$ cat config.mk
export PLATFORM = sky130hd
export DESIGN_NAME = adc_responder
export DESIGN_NICKNAME = d
export VERILOG_FILES = /design/src/rtl/adc_pkg.sv /design/src/rtl/adc_responder_convst_edge.sv /design/src/rtl/adc_responder.sv
export SDC_FILE = /design/constraint.sdc
export NUM_CORES = 1
export LEC_CHECK = 0
export CORE_MARGIN = 2
export CORE_UTILIZATION = 55
export CTS_BUF_LIST = sky130_fd_sc_hd__clkbuf_2 sky130_fd_sc_hd__clkbuf_4 sky130_fd_sc_hd__clkbuf_8
export DETAILED_ROUTE_END_ITERATION = 6
export PLACE_DENSITY = 0.78
export SLEW_MARGIN = 20
export SYNTH_ARGS = -nofsm -noshare
export SYNTH_HDL_FRONTEND = slang
export SYNTH_SLANG_ARGS = --single-unit
$ cat constraint.sdc
create_clock -name clk -period 3 [get_ports clk]
set_clock_uncertainty 0.15 [all_clocks]
set_input_delay 0.6 -clock clk [delete_from_list [all_inputs] [get_ports clk]]
set_output_delay 0.6 -clock clk [all_outputs]
set_load 0.005 [all_outputs]
$ cat src/rtl/adc_pkg.sv
// Shared types and helpers for the ADC responder: FSM state encoding, default
// result width and the saturating offset add used when the sample is captured.
package adc_pkg;

    typedef enum logic [0:0] {
        StIdle,
        StConvert
    } adc_state_e;

    localparam int unsigned DataWDefault = 8;

    // Sample plus signed offset, clamped into [0, 2^width-1]. The 64-bit sum
    // cannot wrap for any legal width, so clamping on it matches a DATA_W+2
    // bit signed sum followed by the same clamp.
    function automatic int unsigned sat_add_off(input int unsigned code,
                                                input int          offset,
                                                input int unsigned width);
        longint sum;
        longint max_code;
        sum      = longint'(code) + longint'(offset);
        max_code = (longint'(1) << width) - longint'(1);
        if (sum < 0) begin
            return 0;
        end
        if (sum > max_code) begin
            return 32'(max_code);
        end
        return 32'(sum);
    endfunction

endpackage

$ cat src/rtl/adc_responder_convst_edge.sv
// Falling-edge detector for the active-low conversion start, qualified by the
// number of consecutive high cycles seen before the edge.
module convst_edge #(
    parameter int unsigned ACQ_MIN = 4
) (
    input  logic clk,
    input  logic rst,
    input  logic convst_bar,
    output logic start_ok,
    output logic start_bad
);

    localparam logic [7:0] AcqMax = 8'(ACQ_MIN);

    logic       cs_q;
    logic [7:0] acq_cnt_q;
    logic [7:0] acq_cnt_d;
    logic       fall;

    assign fall = cs_q & ~convst_bar;

    always_comb begin
        acq_cnt_d = acq_cnt_q;
        if (!convst_bar) begin
            acq_cnt_d = 8'd0;
        end else if (acq_cnt_q < AcqMax) begin
            acq_cnt_d = acq_cnt_q + 8'd1;
        end
    end

    // The counter is compared before this cycle's update, so it reflects the
    // high time that preceded the edge.
    assign start_ok  = fall & (acq_cnt_q == AcqMax);
    assign start_bad = fall & (acq_cnt_q != AcqMax);

    always_ff @(posedge clk or negedge rst) begin
        if (!rst) begin
            cs_q      <= 1'b0;
            acq_cnt_q <= AcqMax;
        end else begin
            cs_q      <= convst_bar;
            acq_cnt_q <= acq_cnt_d;
        end
    end

endmodule

$ cat src/rtl/adc_responder.sv
// Track-and-hold ADC stand-in: samples vin_code on an accepted start edge and
// presents the offset-adjusted result CONV_CYCLES later with a one-cycle valid.
module adc_responder
    import adc_pkg::*;
#(
    parameter int unsigned DATA_W      = DataWDefault,
    parameter int unsigned CONV_CYCLES = 20,
    parameter int unsigned ACQ_MIN     = 4,
    parameter int          OFFSET      = 0
) (
    input  logic              clk,
    input  logic              rst,
    input  logic              convst_bar,
    input  logic [DATA_W-1:0] vin_code,
    input  logic              ovr_clr,
    output logic [DATA_W-1:0] data_out,
    output logic              busy,
    output logic              data_valid,
    output logic              overrun
);

    localparam logic [7:0] ConvLoad = 8'(CONV_CYCLES - 1);

    adc_state_e        state_q, state_d;
    logic [7:0]        conv_cnt_q, conv_cnt_d;
    logic [DATA_W-1:0] hold_q, hold_d;
    logic [DATA_W-1:0] data_out_q, data_out_d;
    logic              busy_q, busy_d;
    logic              valid_q, valid_d;
    logic              overrun_q, overrun_d;
    logic              start_ok;
    logic              start_bad;
    logic              ovr_set;
    logic [DATA_W-1:0] sample;

    convst_edge #(
        .ACQ_MIN (ACQ_MIN)
    ) u_convst_edge (
        .clk        (clk),
        .rst        (rst),
        .convst_bar (convst_bar),
        .start_ok   (start_ok),
        .start_bad  (start_bad)
    );

    assign sample = DATA_W'(sat_add_off(32'(vin_code), OFFSET, DATA_W));

    always_comb begin
        state_d    = state_q;
        conv_cnt_d = conv_cnt_q;
        hold_d     = hold_q;
        data_out_d = data_out_q;
        busy_d     = busy_q;
        valid_d    = 1'b0;
        ovr_set    = 1'b0;
        unique case (state_q)
            StIdle: begin
                if (start_ok) begin
                    hold_d     = sample;
                    conv_cnt_d = ConvLoad;
                    busy_d     = 1'b1;
                    state_d    = StConvert;
                end else if (start_bad) begin
                    ovr_set = 1'b1;
                end
            end
            StConvert: begin
                // Any edge while converting is dropped, including one in the
                // completion cycle.
                ovr_set = start_ok | start_bad;
                if (conv_cnt_q == 8'd0) begin
                    data_out_d = hold_q;
                    valid_d    = 1'b1;
                    busy_d     = 1'b0;
                    state_d    = StIdle;
                end else begin
                    conv_cnt_d = conv_cnt_q - 8'd1;
                end
            end
            default: state_d = StIdle;
        endcase
        overrun_d = ovr_set | (overrun_q & ~ovr_clr);
    end

    always_ff @(posedge clk or negedge rst) begin
        if (!rst) begin
            state_q    <= StIdle;
            conv_cnt_q <= 8'd0;
            hold_q     <= '0;
            data_out_q <= '0;
            busy_q     <= 1'b0;
            valid_q    <= 1'b0;
            overrun_q  <= 1'b0;
        end else begin
            state_q    <= state_d;
            conv_cnt_q <= conv_cnt_d;
            hold_q     <= hold_d;
            data_out_q <= data_out_d;
            busy_q     <= busy_d;
            valid_q    <= valid_d;
            overrun_q  <= overrun_d;
        end
    end

    assign data_out   = data_out_q;
    assign busy       = busy_q;
    assign data_valid = valid_q;
    assign overrun    = overrun_q;

endmodule

# Word level (Yosys, flattened, before mapping)
# Index checks and enable logic that the tools add are counted.
[word_totals] in_bits=12 wordCells=56 regBits=37 out_inout_bits=11
[classes] n_eq_ne=6 muxes=22 reduce_logical=5 order_cmp=3 bitwise_logic=9 n_addsub=2
[op_table] operator="$mux W8" count=7
[op_table] operator="$pmux W8 S2" count=1
[op_table] operator="$mux W1" count=11
[op_table] operator="$add A8 B1 Y8 const B" count=1
[op_table] operator="$eq A8 B3 Y1 const B" count=1
[op_table] operator="$gt A8 B8 Y1 const B" count=1
[op_table] operator="$logic_not A8 Y1" count=1
[op_table] operator="$lt A8 B1 Y1 const B" count=1
[op_table] operator="$lt A8 B3 Y1 const B" count=1
[op_table] operator="$ne A8 B3 Y1 const B" count=1
[op_table] operator="$reduce_and A2 Y1" count=4
[op_table] operator="$sub A8 B1 Y8 const B" count=1
[op_table] operator="$pmux W1 S2" count=3
[op_table] operator="$and A1 B1 Y1" count=4
[op_table] operator="$ne A2 B1 Y1 const B" count=2
[op_table] operator="$ne A2 B2 Y1 const B" count=2
[op_table] operator="$not A1 Y1" count=3
[op_table] operator="$or A1 B1 Y1" count=2

# Logic depth before layout (Yosys ltp)
[logic_depth] depth_word=7 depth_mapped=8 ltp_nobuf=6

# By module
# Synthesis repeated with hierarchy kept, for this count alone.
[unflattened] cells_unflattened=157 area_unflattened_um2=1656.6
[by_module_without_submodules] mod="adc_responder" seq_area_each_um2=700.7 n_inst=1 area_each_um2=1251.2 cells_each=122
[by_module_without_submodules] mod="convst_edge" seq_area_each_um2=226.5 n_inst=1 area_each_um2=405.4 cells_each=35

# Worst setup path before layout
# OpenSTA, ideal clock, no wires.
[synth_timing] path_type="reg-to-reg" start="reg conv_cnt_q[0]" end="reg data_out_q[0], in the netlist data_out[0]" n_path_buf=1 t_required_ps=2725 stages_incl_launch_ff=7 synth_period_minus_slack_ps=2078 setup_ps=125 setup_slack_ps=922 t_arrival_ps=1803 cell_sequence="dfrtp_1 inv_1 ha_1 or3b_2 or3_1 buf_6 mux2_4"
[synth_via] elab_chain_len=2
[synth_lines] element="start, declared" line="adc_responder.sv:25" source="logic [7:0] conv_cnt_q, conv_cnt_d;"
[synth_lines] element="start signal, assigned" line="adc_responder.sv:96" source="conv_cnt_q <= conv_cnt_d;"
[synth_lines] element="$logic_not A8 Y1" line="adc_responder.sv:71" source="if (conv_cnt_q == 8'd0) begin"
[synth_lines] element="$reduce_and A2 Y1 (no source line)"
[synth_lines] element="end signal, assigned" line="adc_responder.sv:98" source="data_out_q <= data_out_d;"
[synth_lines] element="end, declared" line="adc_responder.sv:27" source="logic [DATA_W-1:0] data_out_q, data_out_d;"
# No other way between the ends.
# A chain may end at the register's enable or synchronous reset.

# Worst setup path in the final report
[layout_timing] start="reg conv_cnt_q[0]" end="reg data_out_q[7], in the netlist data_out[7]"
# The elaborated chain is that of the path after synthesis.

==> key figures <==
Run status
  – Result of the run: completed

Clock tree
  – Post-CTS setup buffer count: 0
  – Number of buffers created by CTS: 5
  – Post_cts resized: 0
  – Clock tree from TritonCTS: done
  – CTS clock-pin slew for the worst setup and hold paths: 100 ps
  – Count of hold buffers inserted by post-cts repair: 0
  – Clock Root Buffer: sky130_fd_sc_hd__clkbuf_4
  – Bufs on Longest Clock Path: 2
  – CTS HTree Levels: 2
  – CTS sink cnt: 37
  – Worst-skew pair later-pin latency: 340 ps

Synthesis
  – Synth Cell Area: 1590 um^2
  – Synthesis Warnings: 0
  – Number of synthesized register bits: 37
  – Dominant cell by count in the synthesized netlist: sky130_fd_sc_hd__dfrtp_1
  – Synthesized net count: 154
  – Cell taking the most area after synthesis: sky130_fd_sc_hd__dfrtp_1
  – Synth top area share: 56.6%
  – Ys async rst share: between 90% and 100%
  – Number of flops mapped to enable cells by yosys: 0
  – Number of distinct library cell variants in the gate-level netlist after synthesis: 34
  – Cells after Synth: 138
  – Cell types occupying the most area after synthesis: sky130_fd_sc_hd__dfrtp_1, sky130_fd_sc_hd__mux2_4, sky130_fd_sc_hd__nand2_1
  – Sequential element share of the synthesized area: between 50 and 60%
  – Top FF cell, synth: sky130_fd_sc_hd__dfrtp_1
  – Post-Syn Area per Cell: 11.5 um^2
  – Leading post-synthesis cells by instance count: sky130_fd_sc_hd__dfrtp_1, sky130_fd_sc_hd__nand2_1, sky130_fd_sc_hd__inv_1, sky130_fd_sc_hd__mux2_4, sky130_fd_sc_hd__and2_1

Power and ir drop
  – Leak Pwr: 0.973 nW
  – Clk network pwr share: a little under a third
  – Switching power of the nets: 183 uW
  – P_int: ~650 uW
  – Power per cell area: 436 nW/um^2
  – VDD IR max: 0.413 mV
  – Portion of total power attributed to sequential cells: approximately three fifths
  – Fraction of power consumed by combinational cells: 6.8%
  – Power consumption: between 800 and 900 uW
  – Fraction of power spent switching nets: ~22%

Layout
  – Share of layout cells above drive strength 1: 15.5%
  – Antenna diode instance count: 0
  – Area of all placed cells without fillers: 1910 um^2
  – Number of nets in the layout: about 180
  – Syn-to-layout area delta: 19.7%
  – Number of inserted filler cells in the final layout: 216

Global routing
  – Number of antenna violations at the first check in global routing: 0
  – Via count of the first global-routing pass: around 1100
  – Met2 Use GR: 32.3%
  – Global-route layer with the greatest usage: met2
  – First-pass GRT wire length: 4910 um
  – Largest net degree at the start of global routing: 38
  – GRT Total Usage: between 15 and 20%
  – Residual overflow from global routing: 0
  – GRT met3 Usage: 6.70%
  – Global routing met1 resource utilization: 24.5%

Flow run
  – Max-cap viol count: 0

Detailed routing
  – Post-detailed-route wirelength per cell: 13.8 um
  – Post-detailed-route count of antenna-violating nets: 0
  – Total detailed-routing wirelength: about 2700 um
  – Routed via count: 1068
  – Router iterations before antenna repair: 3
  – Starting DRC count in detailed routing: 23
  – Total DRC errors in the routed layout: 0
  – Via density per instance: between 5 and 6

STA
  – Unrepaired setup endpoints after global routing: no
  – Final worst-path cycle share: a little under 80%
  – Post-route minimum period: 2330 ps
  – Worst Tran Pin Value: 578 ps
  – Fmax achieved: 429 MHz
  – Remaining max-slew budget at the tightest pin: 61.5%
  – Fin. max-slew vios: 0
  – Sum of negative setup slack: 0 ps
  – Hold violation total from the final report: 0
  – Final count of negative-setup-slack endpoints: 0

Floorplan
  – Starting utilization of the core area: 57.8%
  – Full die area: 3340 um^2
  – Core box area: 2760 um^2
  – Floorplan die width: 57.8 um
  – Number of top-level design ports: 23
  – Vertical extent of the die: 57.8 um
  – Number of rows in the core area: 19

Critical path
  – Sequence of cells on the critical path: inv_1 > ha_1 > or3b_2 > or3_1 > mux2_4
  – Data required time of the worst path: 3080 ps
  – Path depth of the worst reg2reg path: 5
  – Stages on the worst setup path: 5
  – Number of buffer and inverter stages on the critical path: 1
  – Worst Setup Start Kind: register
  – Crit path arrival time: 2410 ps
  – CP delay by family, top: simple AND/OR/NAND/NOR gates
  – Critical-path top delay cell: sky130_fd_sc_hd__or3_1
  – Maximum fanout encountered on the critical timing path: 10
  – Category of the most critical setup path: reg2reg
  – Crit. End Element: register
  – Peak per-stage delay on the critical path: 580 ps

Place
  – IO buf count: 22
  – Area of placed instances: around 1800 um^2
  – Detailed placement HPWL: 1980 um
  – Routability congestion estimate from global placement: 0.822

Min path
  – Worst Hold Path Cells: 1
  – Worst min-delay path category: reg2reg
power by group through the flow:
stage	registers, mW	clock network (mW)	logic (mW)
floorplan	0.523	0	0.0235
global placement	0.524	0	0.0553
detailed placement	0.525	0	0.0576
CTS	0.515	0.273	0.0582
global route	0.516	0.292	0.0660
finish	0.514	0.261	0.0566
registers in the layout, summed over array words and instances, names as in the netlist:
register and cells:
u_convst_edge.cs_q 1, hold_q 8, u_convst_edge.acq_cnt_q 8, conv_cnt_q 8
busy 1, state_q 1, data_valid 1, overrun 1
data_out 8
cells in the final DEF, fill, tap and decap left out:
master	instances
sky130_fd_sc_hd__ha_1	4
sky130_fd_sc_hd__o211ai_1	1
sky130_fd_sc_hd__buf_4	4
sky130_fd_sc_hd__nor2b_1	1
sky130_fd_sc_hd__nand2_1	31
sky130_fd_sc_hd__o22ai_1	1
sky130_fd_sc_hd__nor3b_1	1
sky130_fd_sc_hd__xnor2_1	1
sky130_fd_sc_hd__or3b_2	1
sky130_fd_sc_hd__o21a_1	2
sky130_fd_sc_hd__and2_1	6
sky130_fd_sc_hd__a41oi_1	1
sky130_fd_sc_hd__a311oi_1	1
sky130_fd_sc_hd__mux2_4	8
sky130_fd_sc_hd__nor4_1	2
sky130_fd_sc_hd__or3_2	2
sky130_fd_sc_hd__nor2_1	2
sky130_fd_sc_hd__or3_1	1
sky130_fd_sc_hd__dfrtp_1	36
sky130_fd_sc_hd__clkinv_2	1
sky130_fd_sc_hd__clkbuf_4	7
sky130_fd_sc_hd__mux2i_1	4
sky130_fd_sc_hd__a31oi_1	1
sky130_fd_sc_hd__nand3b_1	2
sky130_fd_sc_hd__dfstp_2	1
sky130_fd_sc_hd__or2_2	1
sky130_fd_sc_hd__nor3_1	4
sky130_fd_sc_hd__or4_4	1
sky130_fd_sc_hd__nand2b_1	1
sky130_fd_sc_hd__nand3_1	3
sky130_fd_sc_hd__a21oi_1	1
sky130_fd_sc_hd__or4_1	3
sky130_fd_sc_hd__o31ai_1	1
sky130_fd_sc_hd__clkdlybuf4s50_1	22
sky130_fd_sc_hd__inv_1	8
sky130_fd_sc_hd__o21ai_1	1
metal layers:
metal  part of all wire [%]  vias to the layer above
li1                       -                      524
met1                     43                      513
met2                     49                       25
met3                    5.7                        6
met4                    1.7                        0
met5                      0                        -
kinds of logic after synthesis:
kind of cell    Yosys count  synth area share (%)
flops                    37                  58.2
fa+ha+maj                 4                  3.14
xor+xnor                  1                 0.550
buf+inv                  12                  3.93
compound gates           10                  4.40
simple gates             62                  19.7
mux                      12                  10.1
final cells by class:
cell class                 instances  area (um^2)  area share, %
multi-input combinational         89          603           31.6
clock buffer                       7         52.6           2.76
inverter                           8         30.0           1.57
clock inverter                     1         5.00          0.262
tap                               31         38.8           2.03
timing repair buffer              26          250           13.1
sequential                        37          927           48.6
worst paths after layout:
kind / to / slack, ps / start
max in group asynchronous: u_convst_edge.acq_cnt_q[2]$_DFFE_PN1P_ / 1840 / rst
setup reg to reg: data_out[7]$_DFFE_PN0P_ / 670 / conv_cnt_q[0]$_DFFE_PN0P_
setup / recovery: data_out[7]$_DFFE_PN0P_ / 670 / conv_cnt_q[0]$_DFFE_PN0P_
hold / removal: conv_cnt_q[7]$_DFFE_PN0P_ / 330 / conv_cnt_q[7]$_DFFE_PN0P_
min in group asynchronous: hold_q[5]$_DFFE_PN0P_ / 510 / rst
hold reg to reg: conv_cnt_q[7]$_DFFE_PN0P_ / 330 / conv_cnt_q[7]$_DFFE_PN0P_
metrics by stage:
| stage | setup WS [ps] | hold WS, ps | utilization (%) | std cells |
|---|---|---|---|---|
| floorplan | 922 | 154 | - | 138 |
| global placement | 444 | 308 | 67.1 | 191 |
| detailed placement | 403 | 313 | 67.1 | 191 |
| CTS | 652 | 338 | 69.1 | 199 |
| global route | 566 | 350 | 69.1 | 199 |
| finish | 672 | 333 | 69.1 | 199 |
No activity file was read; power rests on OpenSTA's default activity.
